**config.mk**
```make
export PLATFORM = sky130hd
export DESIGN_NAME = spn_cu_driver
export DESIGN_NICKNAME = d
export VERILOG_FILES = /design/src/rtl/spn_cu_driver.sv
export SDC_FILE = /design/constraint.sdc
export NUM_CORES = 1
export LEC_CHECK = 0
export CORE_AREA = 3 3 120 122
export CTS_CLUSTER_SIZE = 24
export DETAILED_ROUTE_END_ITERATION = 6
export DIE_AREA = 0 0 123 125
export GPL_TIMING_DRIVEN = 0
export PLACE_DENSITY_LB_ADDON = 0.08
export SETUP_SLACK_MARGIN = 0.2
export SLEW_MARGIN = 20
export SYNTH_ARGS = -nofsm -noshare
export SYNTH_HDL_FRONTEND = slang
export SYNTH_SLANG_ARGS = --single-unit
export TNS_END_PERCENT = 10
```
**constraint.sdc**
```tcl
create_clock -name clk -period 3.95 [get_ports clk]
set_clock_uncertainty 0.2 [all_clocks]
set_input_delay 0.395 -clock clk [delete_from_list [all_inputs] [get_ports clk]]
set_output_delay 0.395 -clock clk [all_outputs]
set_load 0.03 [all_outputs]
```
**src/rtl/spn_cu_driver.sv**
```systemverilog
// spn_cu_driver: requester-side sequencer for one SPN cryptographic unit.
// It accepts one job at a time and drives the key-setup, issue and capture
// cycles. It can run an encrypt-then-decrypt round-trip self-check, and it
// returns results over a valid/ready channel while keeping a saturating
// error count.
module spn_cu_driver #(
    parameter int CNT_W = 8
) (
    input  logic             clk,
    input  logic             reset,
    input  logic             req_valid,
    output logic             req_ready,
    input  logic [1:0]       req_mode,
    input  logic [15:0]      req_data,
    input  logic [31:0]      req_key,
    output logic             rsp_valid,
    input  logic             rsp_ready,
    output logic [15:0]      rsp_data,
    output logic [1:0]       rsp_status,
    output logic [CNT_W-1:0] err_count,
    output logic [1:0]       spn_opcode,
    output logic [15:0]      spn_in_data,
    output logic [31:0]      spn_key,
    input  logic [15:0]      spn_out_data,
    input  logic [1:0]       spn_valid
);

    localparam logic [1:0] MODE_ENC = 2'b00;
    localparam logic [1:0] MODE_DEC = 2'b01;
    localparam logic [1:0] MODE_RT  = 2'b10;
    localparam logic [1:0] MODE_ILL = 2'b11;

    localparam logic [1:0] OP_NOP = 2'b00;
    localparam logic [1:0] OP_ENC = 2'b01;
    localparam logic [1:0] OP_DEC = 2'b10;

    localparam logic [1:0] ST_OK   = 2'b00;
    localparam logic [1:0] ST_MIS  = 2'b01;
    localparam logic [1:0] ST_CMP  = 2'b10;
    localparam logic [1:0] ST_ILL  = 2'b11;

    typedef enum logic [2:0] {
        S_IDLE     = 3'd0,
        S_KEY      = 3'd1,
        S_ISSUE    = 3'd2,
        S_CAPTURE  = 3'd3,
        S_ISSUE2   = 3'd4,
        S_CAPTURE2 = 3'd5,
        S_RESP     = 3'd6
    } state_t;

    state_t           r_state;
    state_t           w_next;

    // Job fields latched at acceptance; only meaningful while a job is active.
    logic [1:0]       r_mode;
    logic [15:0]      r_data;

    logic [15:0]      r_rsp_data;
    logic [1:0]       r_rsp_status;
    logic [CNT_W-1:0] r_err_count;
    logic [15:0]      r_spn_in_data;
    logic [31:0]      r_spn_key;

    logic             w_req_ready;
    logic             w_rsp_valid;
    logic [1:0]       w_spn_opcode;
    logic             w_accept;
    logic             w_rsp_accept;
    logic [1:0]       w_issue_op;
    logic             w_cap_mismatch;
    logic             w_cap2_mismatch;
    logic             w_rsp_err;
    logic             w_cnt_full;

    assign w_accept        = (r_state == S_IDLE) && req_valid;
    assign w_rsp_accept    = (r_state == S_RESP) && rsp_ready;
    // First-pass opcode: only DEC jobs decrypt first; ENC and ROUNDTRIP encrypt.
    assign w_issue_op      = (r_mode == MODE_DEC) ? OP_DEC : OP_ENC;
    // Any code other than the one issued (including NOP/ERR) is a mismatch.
    assign w_cap_mismatch  = (spn_valid != w_issue_op);
    assign w_cap2_mismatch = (spn_valid != OP_DEC);
    assign w_rsp_err       = (r_rsp_status != ST_OK);
    assign w_cnt_full      = &r_err_count;

    // State register.
    always_ff @(posedge clk or negedge reset) begin
        if (!reset) begin
            r_state <= S_IDLE;
        end else begin
            r_state <= w_next;
        end
    end

    // Next-state and per-state control outputs.
    always_comb begin
        w_next       = r_state;
        w_req_ready  = 1'b0;
        w_rsp_valid  = 1'b0;
        w_spn_opcode = OP_NOP;
        case (r_state)
            S_IDLE: begin
                w_req_ready = 1'b1;
                if (req_valid) begin
                    w_next = (req_mode == MODE_ILL) ? S_RESP : S_KEY;
                end
            end
            S_KEY: begin
                w_next = S_ISSUE;
            end
            S_ISSUE: begin
                w_spn_opcode = w_issue_op;
                w_next       = S_CAPTURE;
            end
            S_CAPTURE: begin
                w_next = ((r_mode == MODE_RT) && !w_cap_mismatch) ? S_ISSUE2 : S_RESP;
            end
            S_ISSUE2: begin
                w_spn_opcode = OP_DEC;
                w_next       = S_CAPTURE2;
            end
            S_CAPTURE2: begin
                w_next = S_RESP;
            end
            S_RESP: begin
                w_rsp_valid = 1'b1;
                if (rsp_ready) begin
                    w_next = S_IDLE;
                end
            end
            default: begin
                w_next = S_IDLE;
            end
        endcase
    end

    // Latch the job's mode and data on acceptance.
    always_ff @(posedge clk) begin
        if (w_accept) begin
            r_mode <= req_mode;
            r_data <= req_data;
        end
    end

    // SPN drive registers and response capture. The key and input block
    // persist between jobs so the unit's inputs only change when used.
    always_ff @(posedge clk or negedge reset) begin
        if (!reset) begin
            r_rsp_data    <= 16'd0;
            r_rsp_status  <= ST_OK;
            r_spn_in_data <= 16'd0;
            r_spn_key     <= 32'd0;
        end else begin
            case (r_state)
                S_IDLE: begin
                    if (req_valid) begin
                        if (req_mode == MODE_ILL) begin
                            r_rsp_data   <= 16'd0;
                            r_rsp_status <= ST_ILL;
                        end else begin
                            // Key is presented during KEY so the unit can
                            // expand it before the first issue.
                            r_spn_key <= req_key;
                        end
                    end
                end
                S_KEY: begin
                    r_spn_in_data <= r_data;
                end
                S_CAPTURE: begin
                    r_rsp_data   <= spn_out_data;
                    r_rsp_status <= w_cap_mismatch ? ST_MIS : ST_OK;
                    if ((r_mode == MODE_RT) && !w_cap_mismatch) begin
                        // Feed the ciphertext straight back for the decrypt pass.
                        r_spn_in_data <= spn_out_data;
                    end
                end
                S_CAPTURE2: begin
                    r_rsp_data <= spn_out_data;
                    if (w_cap2_mismatch) begin
                        r_rsp_status <= ST_MIS;
                    end else if (spn_out_data != r_data) begin
                        r_rsp_status <= ST_CMP;
                    end else begin
                        r_rsp_status <= ST_OK;
                    end
                end
                default: begin
                end
            endcase
        end
    end

    // Saturating count of non-OK responses, stepped when the consumer accepts.
    always_ff @(posedge clk or negedge reset) begin
        if (!reset) begin
            r_err_count <= '0;
        end else if (w_rsp_accept && w_rsp_err && !w_cnt_full) begin
            r_err_count <= r_err_count + CNT_W'(1);
        end
    end

    assign req_ready   = w_req_ready;
    assign rsp_valid   = w_rsp_valid;
    assign rsp_data    = r_rsp_data;
    assign rsp_status  = r_rsp_status;
    assign err_count   = r_err_count;
    assign spn_opcode  = w_spn_opcode;
    assign spn_in_data = r_spn_in_data;
    assign spn_key     = r_spn_key;

endmodule

```
==> results of run 1 <==
-- stage by stage --
| stage | power, uW | TNS, ns | hold slack, ns | area, sq um |
|---|---|---|---|---|
| 6_report | 5270 | 0 | 0.286 | 6190 |
| 5_1_grt | 5570 | 0 | 0.313 | 6190 |
| 4_1_cts | 5360 | 0 | 0.295 | 6190 |
| 3_5_place_dp | 4390 | 0 | 0.214 | 5860 |
| 3_3_place_gp | 4370 | -57.25 | 0.282 | 5840 |
| 2_1_floorplan | 3280 | 0 | -0.101 | 4130 |
-- synthesized netlist by cell type, types with 3 or more instances --
library cell	n
a21oi_1	18
a22o_1	17
and3_1	4
buf_2	7
buf_6	4
dfrtp_1	77
edfxtp_1	18
inv_1	6
mux2_2	3
mux2_4	30
mux2i_1	17
nand2_1	5
nand4_1	5
nor2_1	18
nor2b_1	3
xnor2_1	17
xor2_1	7
-- path summary, 6_finish.rpt --
kind / start / depth (start not counted) / slack (ns) / end
worst min register to register: err_count[7] / 1 / 0.29 / err_count[7]
worst min-delay path: err_count[7] / 1 / 0.29 / err_count[7]
worst max register to register: r_state[1] / 6 / 1.90 / spn_key[0]
min in group asynchronous: reset / 2 / 0.36 / spn_key[25]
max in group asynchronous: reset / 3 / 2.59 / rsp_data[3]
worst max-delay path: r_state[2] / 5 / 1.26 / spn_opcode[1]
-- layer usage --
layer	vias up	global-route usage [%]	share of wire, %
met5	-	0	0
met4	0	5.67	1.6
met3	11	4.88	6.9
met2	82	22.1	48
met1	1419	18.4	44
li1	1363	-	-
-- what timing repair did --
item,4_1_cts,5_1_grt
resized for setup,0,0
hold buffers,1,0
endpoints found under the hold margin,38,0
-- state kept, by name (all words and copies together), names as in the netlist --
signal       cells
r_state          3
r_data          16
spn_key         32
spn_in_data     16
rsp_status       2
err_count        8
rsp_data        16
r_mode           2
-- worst register-to-register path: stages, from the launching register on --
cell	delay [ns]
dfrtp_1	0.38
buf_6	0.15
nor3_4	0.20
and2_4	0.38
nand2_4	0.15
buf_6	0.19
mux2_4	0.30
-- kinds of logic (layout without fill, tap and decap cells) --
family          count (synthesis)  after routing  share of synthesized area (%)
flops                          95             95                           59.8
simple gates                   51             51                           7.58
mux                            50             50                           15.8
compound gates                 48             48                           8.58
xor+xnor                       24             24                           5.09
buf+inv                        19            186                           2.85
fa+ha+maj                       1              1                          0.303
-- power by group through the flow --
stage	registers [uW]	clock network (uW)	logic [uW]
finish	1640	930	2700
global route	1700	1000	2870
CTS	1650	966	2740
detailed placement	1650	0	2740
global placement	1650	0	2710
floorplan	2320	0	955
-- layout make-up --
type	instances	area [sq um]
sequential	95	2470
multi-input combinational	174	1540
clock buffer	9	225
fill	1254	7100
clock inverter	7	97.6
timing repair buffer	151	1520
inverter	6	22.5
buffer	13	95.1
tap	176	220
==> summary.md, run 1 <==
| Metric | Value |
|---|---|
| P_leak | 0.00272 uW |
| Post-synth cell types | 43 |
| Commonest non-fill, non-tap cell in the layout | clkdlybuf4s50_1 |
| Final GP Congestion | 0.754 |
| Min-Delay Path Class | reg -> reg |
| Synth top area cells | dfrtp_1 47%, edfxtp_1 13%, mux2_4 11% |
| Dpl cells | 614 |
| MaxCap Viol Count | 0 |
| Syn-to-layout area delta | 49.9% |
| Status | finished clean |
| Share of post-route cells with drive strength above 1 | 16.0% |
| Slew Viols, Final | 0 |
| Measured slew at the worst slew-check pin | 0.564 ns |
| Clock Path Buffers | 2 |
| Comb power frac | 51.2% |
| First-pass GRT wire length | 16800 microns |
| Final setup viols | 0 |
| Cell Count, Final, Fillers Out | 631 |
| Cts bufs inserted | 9 |
| CP bufs+invs | 2 |
| Worst-path clk slew | 0.07 ns |
| TritonCTS clock tree | built |
| Slowest cell on the critical path | clkdlybuf4s50_1 |
| Top delay family on crit path | buffers and inverters |
| Site Rows | 42 |
| Largest net degree at the start of global routing | 40 |
| I/O pin cnt | 150 |
| Max-slew headroom | 62.0% |
| Post-layout util | 46.6% |
| Maximum clock rate | 371 MHz |
| Routed vias/inst | 4.56 |
| Worst skew pair latency | 0.34 ns |
| Top-area cell type share of the netlist area | 46.7% |
| Total track usage | 14.3% |
| DR WL/cell | 17.0 microns |
| Cell Int Power | 3200 uW |
| Horiz. Die Dim | 123 microns |
| Arrival time worst endpoint | 2.10 ns |
| Detailed-route DRC error count | 0 |
| Unrepaired setup endpoints after global routing | false |
| Maximum VDD drop | 0.354 mV |
| Synth warnings | 0 |
| Post-Synthesis Cells | 288 |
| Startpoint type of the worst setup path | flip-flop |
| Number of flops mapped to enable cells by yosys | 18 |
| Register bit total from synthesis | 95 |
| Worst path required time | 3.36 ns |
| Area leader, netlist | dfrtp_1 |
| Routed Antenna Nets | 0 |
| Clock share of power | 17.6% |
| Minimum clock period | 2.69 ns |
| Die height | 125 microns |
| Period utilization | 68.2% |
| Final Hold Vio Count | 0 |
| Post-CTS Setup Repair Bufs | 0 |
| Quantity of I/O buffers inserted on ports | 149 |
| Syn nets | 361 |
| Setup CP Type | reg -> out |
| Vias post-DR | 2875 |
| CTS HTree Levels | 3 |
| Grt ovf | 0 |
| Die ar. | 15400 sq um |
| Number of antenna violations at the first check in global routing | 0 |
| Crit-path max cell delay | 0.70 ns |
| Power per cell area | 851 nW/um^2 |
| Sequential area share after synthesis | 59.8% |
| Pre-antenna DRT Iters | 4 |
| Synth Area per Inst | 14.3 sq um |
| Sw power | 2070 uW |
| Vias in the first global route | 3075 |
| Main synth FF type | dfrtp_1 |
| Most frequent cells in the layout | 148 x clkdlybuf4s50_1, 77 x dfrtp_1, 30 x mux2_4 |
| Initial core utilization | 31.1% |
| Reg power frac | 31.2% |
| Post-DP HPWL | 7810 microns |
| Pre-CTS WS | 1.46 ns |
| Synthesized area | 4130 sq um |
| Initial drt markers | 82 |
| Sw frac | 39.2% |
| Worst-path cell chain | buf_4, nor2b_2, nand2_1, a21oi_1, clkdlybuf4s50_1 |
| Share of flip-flops with an asynchronous set or reset | 81.1% |
| CTS sink count | 95 |
| Core area | 13300 sq um |
| Worst-path fanout max | 10 |
| PnR worst setup slack | 1.26 ns |
| Clock Tree Root | clkbuf_16 |
| Ant diodes | 0 |
| Overall routed net length | 10700 microns |
| Worst setup EP type | output port |
| Final net count | 523 |
No activity file was read; power rests on OpenSTA's default activity.
==> inputs of run 2 (changes only) <==
==> constraint.sdc (replaced) <==
create_clock -name clk -period 2.8 [get_ports clk]
set_clock_uncertainty 0.2 [all_clocks]
set_input_delay 0.28 -clock clk [delete_from_list [all_inputs] [get_ports clk]]
set_output_delay 0.28 -clock clk [all_outputs]
set_load 0.03 [all_outputs]
==> run 2 against run 1 <==
Effect of this change: first-iteration DRC count down 4.9%; cell count unchanged; global-route usage about the same; non-clock buffer count unchanged; sequential cell count unchanged; highest routed layer unchanged; largest cell class unchanged; critical path depth unchanged; sequential share of layout area about the same; count of clock-buffer cells in the layout unchanged; clock power up 41%; worst hold slack worse by 0.038 ns; routed wire length about the same.
==> summary.md, run 2 (synthesis gave the netlist of run 1 again) <==
| Metric | Value |
|---|---|
| Status | finished clean (unchanged) |
| Number of antenna violations at the first check in global routing | 0 (unchanged) |
| Max-slew headroom | 62.0% (unchanged) |
| Min-Delay Path Class | in -> async (was reg -> reg) |
| Cts bufs inserted | 9 (unchanged) |
| Die ar. | 15400 sq um (unchanged) |
| Largest net degree at the start of global routing | 40 (unchanged) |
| Final Hold Vio Count | 0 (unchanged) |
| CP bufs+invs | 2 (unchanged) |
| Worst setup EP type | output port (unchanged) |
| P_leak | 0.00274 uW (was 0.00272 uW) |
| Ant diodes | 0 (unchanged) |
| Startpoint type of the worst setup path | flip-flop (unchanged) |
| Minimum clock period | 2.30 ns |
| MaxCap Viol Count | 0 (unchanged) |
| Overall routed net length | 10700 microns (about the same) |
| Fillers | 1255 (was 1254) |
| Horiz. Die Dim | 123 microns (unchanged) |
| PnR worst setup slack | 0.502 ns (was 1.26 ns) |
| TritonCTS clock tree | built (unchanged) |
| Maximum clock rate | 435 MHz |
| Final GP Congestion | 0.754 (unchanged) |
| Clock Path Buffers | 2 (unchanged) |
| Post-CTS Setup Repair Bufs | 0 (unchanged) |
| Share of post-route cells with drive strength above 1 | 16.0% (unchanged) |
| Initial core utilization | 31.1% (unchanged) |
| Worst-path fanout max | 10 (unchanged) |
| Worst-path cell chain | buf_4, nor2b_2, nand2_1, a21oi_1, dlygate4sd2_1 (was buf_4, nor2b_2, nand2_1, a21oi_1, clkdlybuf4s50_1) |
| Crit-path max cell delay | 0.43 ns (was 0.70 ns) |
| Maximum VDD drop | 0.500 mV (was 0.354 mV) |
| R2R Setup Slk | 0.75 ns (was 1.90 ns) |
| Unrepaired setup endpoints after global routing | false (unchanged) |
| Die height | 125 microns (unchanged) |
| Worst skew pair latency | 0.34 ns (about the same) |
| Top delay family on crit path | buffers and inverters (unchanged) |
| Routed vias/inst | 4.56 (unchanged) |
| Final setup viols | 0 (unchanged) |
| Pre-antenna DRT Iters | 4 (unchanged) |
| First-pass GRT wire length | 16800 microns (about the same) |
| Slowest cell on the critical path | dlygate4sd2_1 (was clkdlybuf4s50_1) |
| Most frequent cells in the layout | 146 x clkdlybuf4s50_1, 77 x dfrtp_1, 30 x mux2_4 (was 148 x clkdlybuf4s50_1, 77 x dfrtp_1, 30 x mux2_4) |
| Initial drt markers | 78 (was 82) |
| Design Area, Final | 6190 sq um (about the same) |
| Syn-to-layout area delta | 50.0% (was 49.9%) |
| Setup total negative slack | 0 ns (unchanged) |
| DR WL/cell | 17.0 microns (about the same) |
| Routed Antenna Nets | 0 (unchanged) |
| Vias post-DR | 2875 (unchanged) |
| Site Rows | 42 (unchanged) |
| Arrival time worst endpoint | 1.82 ns (was 2.10 ns) |
| Final net count | 523 (unchanged) |
| Setup CP Type | reg -> out (unchanged) |
| Clock Tree Root | clkbuf_16 (unchanged) |
| Pre-CTS WS | 0.428 ns (was 1.46 ns) |
| I/O pin cnt | 150 (unchanged) |
| Grt ovf | 0 (unchanged) |
| Measured slew at the worst slew-check pin | 0.564 ns (unchanged) |
| Core area | 13300 sq um (unchanged) |
| Power Total | 7430 uW (was 5270 uW) |
| Largest register FFs | 32 (unchanged) |
| CTS HTree Levels | 3 (unchanged) |
| Slew Viols, Final | 0 (unchanged) |
| CTS sink count | 95 (unchanged) |
| Quantity of I/O buffers inserted on ports | 149 (unchanged) |
| Worst-path clk slew | 0.06 ns (was 0.07 ns) |
| Total track usage | 14.3% (about the same) |
| Period utilization | 82.1% |
| Power per cell area | 1200 nW/um^2 (was 851 nW/um^2) |
| Placed instance area | 5860 sq um (unchanged) |
| Commonest non-fill, non-tap cell in the layout | clkdlybuf4s50_1 (unchanged) |
| Vias in the first global route | 3075 (unchanged) |
| Post-DP HPWL | 7810 microns (unchanged) |
| Worst path required time | 2.32 ns (was 3.36 ns) |
| Detailed-route DRC error count | 0 (unchanged) |
## run 2: power breakdown
part	internal [uW]	switching [uW]	total, uW	leakage (uW)
logic	1760	2050	3800	0.00150
registers	1980	342	2320	0.00109
clock network	784	528	1310	0.000152
total	4510	2920	7430	0.00274
## run 2: layout make-up
cell class	instances	area, sq um	share of cell area [%]
clock buffer	9	225	3.64
buffer	13	95.1	1.54
multi-input combinational	174	1540	24.9
inverter	6	22.5	0.364
timing repair buffer	151	1520	24.6
clock inverter	7	97.6	1.58
tap	176	220	3.56
sequential	95	2470	39.8
## run 2: what timing repair did
action / 4_1_cts / 5_1_grt
pin swaps: 0 / 0
hold endpoints to repair: 38 / 0
endpoints found under the setup margin: 2 / 1
hold buffers: 1 / 0
resized for setup: 1 / 1
## run 2: per-layer routing
metal  global-route usage (%)  wire (microns)
met5                        0               0
met4                     5.67             167
met3                     4.83             718
met2                     22.1            5130
met1                     18.4            4690
## run 2: final timing paths
check | from | endpoint | depth (start not counted)
worst max-delay path | r_state[2] | spn_opcode[1] | 5
worst min-delay path | reset | spn_key[25] | 2
worst max register to register | r_state[1] | spn_key[0] | 6
worst min register to register | err_count[7] | err_count[7] | 1
max in group asynchronous | reset | rsp_data[3] | 3
min in group clk | err_count[7] | err_count[7] | 1
## run 2: worst reg2reg max path, stage by stage, from the launching register on
cell and delay [ns]:
dfrtp_1 0.38, buf_6 0.15, nor3_4 0.20, and2_4 0.38
nand2_4 0.15, buf_6 0.19, mux2_4 0.30
## run 2: per-stage QoR
step                      instances  utilization (%)  hold WS [ns]
after floorplan                 288                -        -0.216
after detailed placement        614             44.1        0.0994
final                           631             46.6         0.248
after global routing            631             46.6         0.283
after CTS                       631             46.6         0.266
after global placement          613             43.9         0.282
==> inputs of run 3 (changes only) <==
==> constraint.sdc (replaced) <==
create_clock -name clk -period 2 [get_ports clk]
set_clock_uncertainty 0.2 [all_clocks]
set_input_delay 0.2 -clock clk [delete_from_list [all_inputs] [get_ports clk]]
set_output_delay 0.2 -clock clk [all_outputs]
set_load 0.03 [all_outputs]
==> run 3 against run 2 <==
Effect of this change: worst hold slack got worse by 0.13 ns; total power rose by 43%; critical path depth rose by 1; die area did not move; sequential power rose by 40%; non-clock buffer count rose by 11; utilization rose by 1.6 points; register-to-register slack got worse by 0.68 ns; cell area rose by 3.5%; critical endpoint is now spn_key[16].
==> summary.md, run 3 (synthesis gave the netlist of run 1 again) <==
| Metric | Value |
|---|---|
| Worst setup EP type | flip-flop (was output port) |
| CTS sink count | 95 (unchanged) |
| Site Rows | 42 (unchanged) |
| Slew Viols, Final | 0 (unchanged) |
| Syn-to-layout area delta | 55.2% (was 50.0%) |
| Core area | 13300 sq um (unchanged) |
| Worst skew pair latency | 0.34 ns (about the same) |
| Horiz. Die Dim | 123 microns (unchanged) |
| Final Hold Vio Count | 0 (unchanged) |
| CTS HTree Levels | 3 (unchanged) |
| Slowest cell on the critical path | dfrtp_1 (was dlygate4sd2_1) |
| Power per cell area | 1660 nW/um^2 (was 1200 nW/um^2) |
| Largest net degree at the start of global routing | 53 (was 40) |
| Commonest non-fill, non-tap cell in the layout | clkdlybuf4s50_1 (unchanged) |
| Setup total negative slack | 0 ns (unchanged) |
| Sw power | 4160 uW (was 2920 uW) |
| Reg power frac | 30.6% (was 31.2%) |
| Routed Antenna Nets | 0 (unchanged) |
| Vias in the first global route | 3118 (was 3075) |
| Quantity of I/O buffers inserted on ports | 149 (unchanged) |
| TritonCTS clock tree | built (unchanged) |
| Ant diodes | 0 (unchanged) |
| I/O pin cnt | 150 (unchanged) |
| Pre-antenna DRT Iters | 4 (unchanged) |
| Die ar. | 15400 sq um (unchanged) |
| Comb power frac | 53.0% (was 51.2%) |
| Detailed-route DRC error count | 0 (unchanged) |
| Die height | 125 microns (unchanged) |
| Worst-path fanout max | 7 (was 10) |
| Fillers | 1228 (was 1255) |
| Setup CP Type | reg -> reg (was reg -> out) |
| Worst hold slack | 0.117 ns (was 0.248 ns) |
| Clock Tree Root | clkbuf_16 (unchanged) |
| Worst path required time | 2.03 ns (was 2.32 ns) |
| Measured slew at the worst slew-check pin | 0.539 ns (was 0.564 ns) |
| Grt ovf | 0 (unchanged) |
| Largest register FFs | 32 (unchanged) |
| Status | finished clean (unchanged) |
| Minimum clock period | 1.93 ns |
| Clock share of power | 16.4% (was 17.7%) |
| Startpoint type of the worst setup path | flip-flop (unchanged) |
| Cell Int Power | 6470 uW (was 4510 uW) |
| Overall routed net length | 11000 microns (was 10700 microns) |
| Final net count | 534 (was 523) |
| Cts bufs inserted | 9 (unchanged) |
| Max-slew headroom | 63.7% (was 62.0%) |
| Crit-path max cell delay | 0.40 ns (was 0.43 ns) |
| Final setup viols | 0 (unchanged) |
| Period utilization | 96.5% |
| Total track usage | 15.1% (was 14.3%) |
| Arrival time worst endpoint | 1.96 ns (was 1.82 ns) |
| Worst-path cell chain | buf_6, nor3_4, and2_4, nand2_8, bufbuf_16, mux2_4 (was buf_4, nor2b_2, nand2_1, a21oi_1, dlygate4sd2_1) |
| Vias post-DR | 2873 (was 2875) |
| MaxCap Viol Count | 0 (unchanged) |
| Most frequent cells in the layout | 144 x clkdlybuf4s50_1, 76 x dfrtp_1, 30 x mux2_4 (was 146 x clkdlybuf4s50_1, 77 x dfrtp_1, 30 x mux2_4) |
| Clock Path Buffers | 2 (unchanged) |
| Sw frac | 39.1% (was 39.2%) |
| Number of antenna violations at the first check in global routing | 0 (unchanged) |
| Routed vias/inst | 4.48 (was 4.56) |
| First-pass GRT wire length | 17600 microns (was 16800 microns) |
| P_leak | 0.00284 uW (was 0.00274 uW) |
| Final GP Congestion | 0.726 (was 0.754) |
| Min-Delay Path Class | in -> async (unchanged) |
| Initial drt markers | 90 (was 78) |
| Post-DP HPWL | 7800 microns (was 7810 microns) |
| Unrepaired setup endpoints after global routing | true (was false) |
| Maximum VDD drop | 0.738 mV (was 0.500 mV) |
| Worst-path clk slew | 0.06 ns (about the same) |
| Share of post-route cells with drive strength above 1 | 20.2% (was 16.0%) |
| Initial core utilization | 31.1% (unchanged) |
| Maximum clock rate | 518 MHz |
| Power Total | 10600 uW (was 7430 uW) |
| DR WL/cell | 17.2 microns (was 17.0 microns) |
[run 3: layout make-up]
type                       count  area, sq um  area share (%)
buffer                        13          143            2.23
multi-input combinational    174         1590            24.9
tap                          176          220            3.44
sequential                    95         2470            38.5
clock inverter                 6         60.1           0.937
timing repair buffer         162         1660            25.9
inverter                       6         22.5           0.351
clock buffer                  10          239            3.73
[run 3: metal layers]
metal | GRT usage, % | part of all wire, % | vias to the layer above
met3 | 6.78 | 7.8 | 7
met5 | 0 | 0 | -
met2 | 23.5 | 48 | 87
met4 | 3.52 | 0.98 | 0
met1 | 19.5 | 44 | 1399
li1 | - | - | 1380
[run 3: path summary, 6_finish.rpt]
kind | cells past startpoint | slack (ns) | startpoint | to
worst max-delay path | 6 | 0.07 | r_state[2] | spn_key[16]
worst min-delay path | 2 | 0.12 | reset | err_count[7]
worst max register to register | 6 | 0.07 | r_state[2] | spn_key[16]
worst min register to register | 1 | 0.30 | rsp_data[5] | rsp_data[5]
max in group asynchronous | 3 | 0.88 | reset | rsp_data[0]
min in group clk | 1 | 0.21 | req_data[7] | r_data[7]
[run 3: through the flow]
stage | instance area (sq um) | instances | utilization (%) | worst slack (ns)
2_1_floorplan | 4130 | 288 | - | -0.0488
3_3_place_gp | 5840 | 613 | 43.9 | -2.55
3_5_place_dp | 5870 | 614 | 44.1 | -0.284
4_1_cts | 6330 | 638 | 47.6 | 0.0145
5_1_grt | 6410 | 642 | 48.2 | 0.0101
6_report | 6410 | 642 | 48.2 | 0.0690
[run 3: critical path, delay by kind of cell (launching register included)]
kind                   cells  cell delay [ns]
and+or+nand+nor            3             0.50
buffers and inverters      2             0.41
DFF                        1             0.40
muxes                      1             0.29
[run 3: power groups by stage]
stage	Sequential (uW)	Clock [uW]	Combinational, uW
detailed placement	3260	0	5390
CTS	3260	1810	5590
global placement	3270	0	5350
finish	3250	1740	5640
floorplan	4580	0	1890
global route	3360	1890	6000
[run 3: timing repair]
| item | in CTS | in global routing |
|---|---|---|
| hold endpoints to repair | 77 | 0 |
| hold buffers | 1 | 0 |
| gates resized for setup | 35 | 17 |
| endpoints found under the setup margin | 105 | 156 |
| buffers inserted | 5 | 4 |
| cloned | 2 | 0 |
| pin swaps | 2 | 2 |
==> patch 1, RTL diff (settings of run 2) <==
Encoding of `state_t`: now one-hot (7 bits for 7 states).
--- a/src/rtl/spn_cu_driver.sv
+++ b/src/rtl/spn_cu_driver.sv
@@ -40,12 +40,12 @@
     localparam logic [1:0] ST_ILL  = 2'b11;
 
-    typedef enum logic [2:0] {
-        S_IDLE     = 3'd0,
-        S_KEY      = 3'd1,
-        S_ISSUE    = 3'd2,
-        S_CAPTURE  = 3'd3,
-        S_ISSUE2   = 3'd4,
-        S_CAPTURE2 = 3'd5,
-        S_RESP     = 3'd6
+    typedef enum logic [6:0] {
+        S_IDLE     = 7'b0000001,
+        S_KEY      = 7'b0000010,
+        S_ISSUE    = 7'b0000100,
+        S_CAPTURE  = 7'b0001000,
+        S_ISSUE2   = 7'b0010000,
+        S_CAPTURE2 = 7'b0100000,
+        S_RESP     = 7'b1000000
     } state_t;
 
Formal check against the unedited RTL: no difference found for any inputs over 10 cycles, from zero or initial values and one cycle with reset low; not proved beyond that.
==> patch 1 against run 2 <==
Area after synthesis is 5.1% higher; first-iteration DRC count is 53% higher; setup slack worse by 0.30 ns; via count is 7.7% higher; wire length is 7.8% higher; synthesized cell count is 4.9% higher; critical path depth is 2 lower; final area is 3.9% higher; sequential cell count is 4 higher; core utilization is 1.8 points higher; power is 9.4% lower; critical endpoint is now req_ready; highest routed layer unchanged.
==> patch 1: results (changes against run 2) <==
| Metric | Value |
|---|---|
| Vias in the first global route | `3447 (+12%)` |
| First-pass GRT wire length | `18630 um (+11%)` |
| Placed insts | `628 (+2.3%)` |
| Synth Instances | `302 (+4.9%)` |
| Distinct cell type count after synthesis | `55 (+28%)` |
| Status | `completed` |
| Non-Filler Instances | `646 (+2.4%)` |
| Hpwl dp | `8345 um (+6.8%)` |
| Share of cells above drive strength 1 | `22.55% (+6.5 points)` |
| DRT iter0 DRCs | `119 (+53%)` |
| Largest net degree at the start of global routing | `62 (+55%)` |
| Met3 GRT Util | `5.375% (+0.54 points)` |
| Ys async rst share | `81.82% (+0.77 points)` |
| DP Area | `6082 um2 (+3.8%)` |
| Nets@finish | `538 (+2.9%)` |
| Clock share of power | `18.1% (+0.4 points)` |
| Internal power | `4.216 mW (-6.6%)` |
| Fillers | `1231 (-1.9%)` |
| Clock net power | `1.22 mW (-7%)` |
| Max_slew headroom | `62.72% (+0.69 points)` |
| Via Count | `3096 (+7.7%)` |
| Syn Nets | `375 (+3.9%)` |
| M1 wire length | `4791 um (+2.1%)` |
| Comb power frac | `47.0% (-4.2 points)` |
| P&R area growth vs syn | `48.26%` |
| Leakage | `2.616 nW (-4.4%)` |
| Met1 usage | `19.87% (+1.5 points)` |
| Setup slack at placement | `-0.5293 ns (-0.9570 ns)` |
| Final wirelength | `11550 um (+7.8%)` |
| Critical Path Fanout Max | `8 (-2)` |
| CP arrival | `2.12 ns (+0.30 ns)` |
| Met3 routed WL | `852 um (+19%)` |
==> patch 1: cell types whose count changed in the layout (fill, tap and decap cells not counted), moves of 6 or more <==
cell	run 2	this run
a21oi_1	18	2
mux2_2	3	64
buf_2	7	1
mux2i_1	17	0
mux2_4	30	0
nor2_1	18	7
clkbuf_1	0	9
==> patch 1: repair_timing <==
item / 4_1_cts / 5_1_grt
gates resized for setup: 11 / 6
hold buffers: 1 / 0
pin swaps: 1 / 0
setup endpoints to repair: 31 / 31
endpoints found under the hold margin: 81 / 0
setup buffers: 1 / 0
==> patch 1: worst paths after layout <==
check                      slack [ns]  cells past startpoint         start       endpoint
max in group asynchronous        1.66                      3         reset    spn_key[22]
setup / recovery                 0.20                      3    r_state[0]      req_ready
min in group clk                 0.29                      1  err_count[6]   err_count[6]
hold / removal                   0.15                      2         reset  rsp_status[0]
hold reg to reg                  0.29                      1  err_count[6]   err_count[6]
setup reg to reg                 0.21                      5    r_state[1]   err_count[1]
==> patch 1: cell families after synthesis <==
kind of cell / count (synthesis) / share of synthesized area, %
adders and majority gates: 1 / 0.2882
muxes: 65 / 16.86
AOI/OAI and AO/OA: 35 / 6.861
and+or+nand+nor: 59 / 9.657
buffers and inverters: 19 / 2.306
xor gates and xnor gates: 24 / 4.843
DFF: 99 / 59.18
==> patch 1: final cells by class <==
cell class / count / area share (%)
Buffer: 17 / 1.672
Timing Repair Buffer: 152 / 23.82
Inverter: 2 / 0.1167
Sequential cell: 99 / 39.92
Clock inverter: 5 / 0.8555
Tap cell: 176 / 3.422
Multi-Input combinational cell: 184 / 26.58
Clock buffer: 11 / 3.617
==> patch 1: critical path, cell delays in order (launching register included) <==
cell,delay (ns)
dfstp_2,0.62
or4b_2,0.65
nor2_1,0.11
dlygate4sd2_1,0.40
==> patch 2, RTL diff (flow settings as in run 2) <==
Made on the original files. Change the parameter `CNT_W` from 8 to 6.
--- a/src/rtl/spn_cu_driver.sv
+++ b/src/rtl/spn_cu_driver.sv
@@ -5,5 +5,5 @@
 // error count.
 module spn_cu_driver #(
-    parameter int CNT_W = 8
+    parameter int CNT_W = 6
 ) (
     input  logic             clk,
Ports: changed (resized err_count); port bits go from 150 to 148. The function was not compared with the original's and may differ.
==> patch 2 against run 2 <==
Clock power is 6% lower; largest power group unchanged; die area stayed put; power is 2.3% lower; critical path depth stayed put; sequential cell count is 2 lower; global-route usage is 0.21 points lower; final area is 2.0% lower; area after synthesis is 2.0% lower; core utilization is 0.94 points lower; wire length is 2.1% lower; final cell count is 1.6% lower; non-clock buffer count is 1 lower; setup slack worse by 0.14 ns.
==> patch 2: results (changes against run 2) <==
| Metric | Value |
|---|---|
| Sequential share of the synthesized area | `59.72% (about the same)` |
| Clkbuf count | `11 (+2)` |
| Fillers | `1207 (-3.8%)` |
| EDFF count, synth | `18 (unchanged)` |
| CP arrival | `1.96 ns (+0.14 ns)` |
| ANT cells | `0 (unchanged)` |
| Distinct cell type count after synthesis | `38 (-12%)` |
| Buffer share of cell area | `26.73% (+0.64 points)` |
| Setup WS post-layout | `0.3650 ns (-0.1368 ns)` |
| Internal power | `4.389 mW (-2.8%)` |
| Count of multi-input gates | `168 (-3.4%)` |
| Ys async rst share | `80.65% (-0.41 points)` |
| Largest net degree at the start of global routing | `54 (+35%)` |
| Initial antenna violation count | `0 (unchanged)` |
| FF-to-FF setup slack | `0.71 ns (-0.04 ns)` |
| Vias per cell | `4.514 (-0.93%)` |
| Clock buf/inv share | `4.784% (-0.43 points)` |
| Vias in the first global route | `3074 (-0.033%)` |
| Status | `completed` |
| Nonclk buf count | `163 (-0.61%)` |
| Leakage | `2.668 nW (-2.5%)` |
| Largest cells by area after synthesis | `dfrtp_1 46%, edfxtp_1 13%, mux2_4 11%` |
| Nets@finish | `513 (-1.9%)` |
| Share of cells above drive strength 1 | `16.18% (+0.14 points)` |
| Seq. cell area | `2417 um2 (-2.0%)` |
| Most frequent cells after synthesis | `75 x dfrtp_1, 30 x mux2_4, 20 x xnor2_1, 18 x edfxtp_1, 18 x nor2_1` |
| Setup slack at placement | `0.4288 ns (+0.001101 ns)` |
| Hpwl dp | `7554 um (-3.3%)` |
| Via Count | `2803 (-2.5%)` |
| Sink Count | `93 (-2.1%)` |
| Final wirelength | `10490 um (-2.1%)` |
| Area of the multi-input gates | `1499 um2 (-2.9%)` |
| Gr usage total | `14.08% (-0.21 points)` |
| Input/output buffers | `147 (-1.3%)` |
| Placed insts | `604 (-1.6%)` |
| Inverter count | `5 (-1)` |
| Syn Nets | `353 (-2.2%)` |
| YS warnings | `0 (unchanged)` |
| Synth Instances | `280 (-2.8%)` |
| Slew @ Worst Pin | `0.5106 ns (-0.05306 ns)` |
| First-pass GRT wire length | `16700 um (-0.82%)` |
| Critical Path Sink | `spn_opcode[0]` |
| R2R Path End | `spn_key[7]` |
| Worst Reg-to-Reg Cells | `6 (unchanged)` |
| RR Startpoint | `r_state[0]` |
| Max VDD drop | `0.0006440 V (+29%)` |
| GPL Wtd Cong | `0.7955 (+5.5%)` |
| CTS buffer count | `9 (unchanged)` |
| DRT iter0 DRCs | `121 (+55%)` |
| Hold Path Class | `input port to asynchronous set/reset pin` |
patch 2: cell count changes after synthesis, sizes merged, moves of 2 or more:
cell,before,now
dfrtp,77,75
xor2,7,2
nand2b,2,0
nand4,5,8
o22ai,0,2
xnor2,17,20
and3,4,2
patch 2: worst max-delay path, stage by stage (launching register included):
cell and delay, ns:
dfrtp_1 0.44, buf_6 0.18, inv_1 0.07, nand2_1 0.07, nor3_1 0.16, clkdlybuf4s50_1 0.70
patch 2: kinds of logic (layout without fill, tap and decap cells):
logic type	after synthesis	count (layout)	share of synthesized area (%)
compound gates	47	47	8.655
buf+inv	19	184	3.246
xor+xnor	22	22	4.761
simple gates	48	48	7.140
flops	93	93	59.72
fa+ha+maj	1	1	0.3091
mux	50	50	16.17
patch 2: what timing repair did:
action | in CTS | in global routing
endpoints found under the hold margin | 22 | 0
hold buffers | 1 | 0
buffers inserted | 0 | 0
gates resized for setup | 0 | 1
endpoints found under the setup margin | 0 | 1
patch 2: routing by layer:
layer | GRT usage, % | wire (um) | up-vias
met2 | 21.84 | 4852 | 101
met1 | 17.42 | 4383 | 1364
li1 | - | - | 1331
met4 | 3.127 | 101 | 0
met3 | 7.498 | 1150 | 7
met5 | 0 | 0 | -
patch 2: power by group through the flow:
stage | logic (mW) | registers, mW | clock network [mW]
finish | 3.76 | 2.27 | 1.23
global route | 4.00 | 2.35 | 1.33
CTS | 3.83 | 2.28 | 1.28
detailed placement | 3.82 | 2.28 | 0
global placement | 3.79 | 2.29 | 0
floorplan | 1.34 | 3.23 | 0
patch 2: per-stage QoR:
stage               util, %  area, um2  hold slack [ns]
finish                45.63       6067           0.1900
global route          45.63       6067           0.2126
CTS                   45.61       6065           0.1798
detailed placement    43.36       5764          0.01803
global placement      43.17       5739           0.2803
floorplan                 -       4048          -0.2156
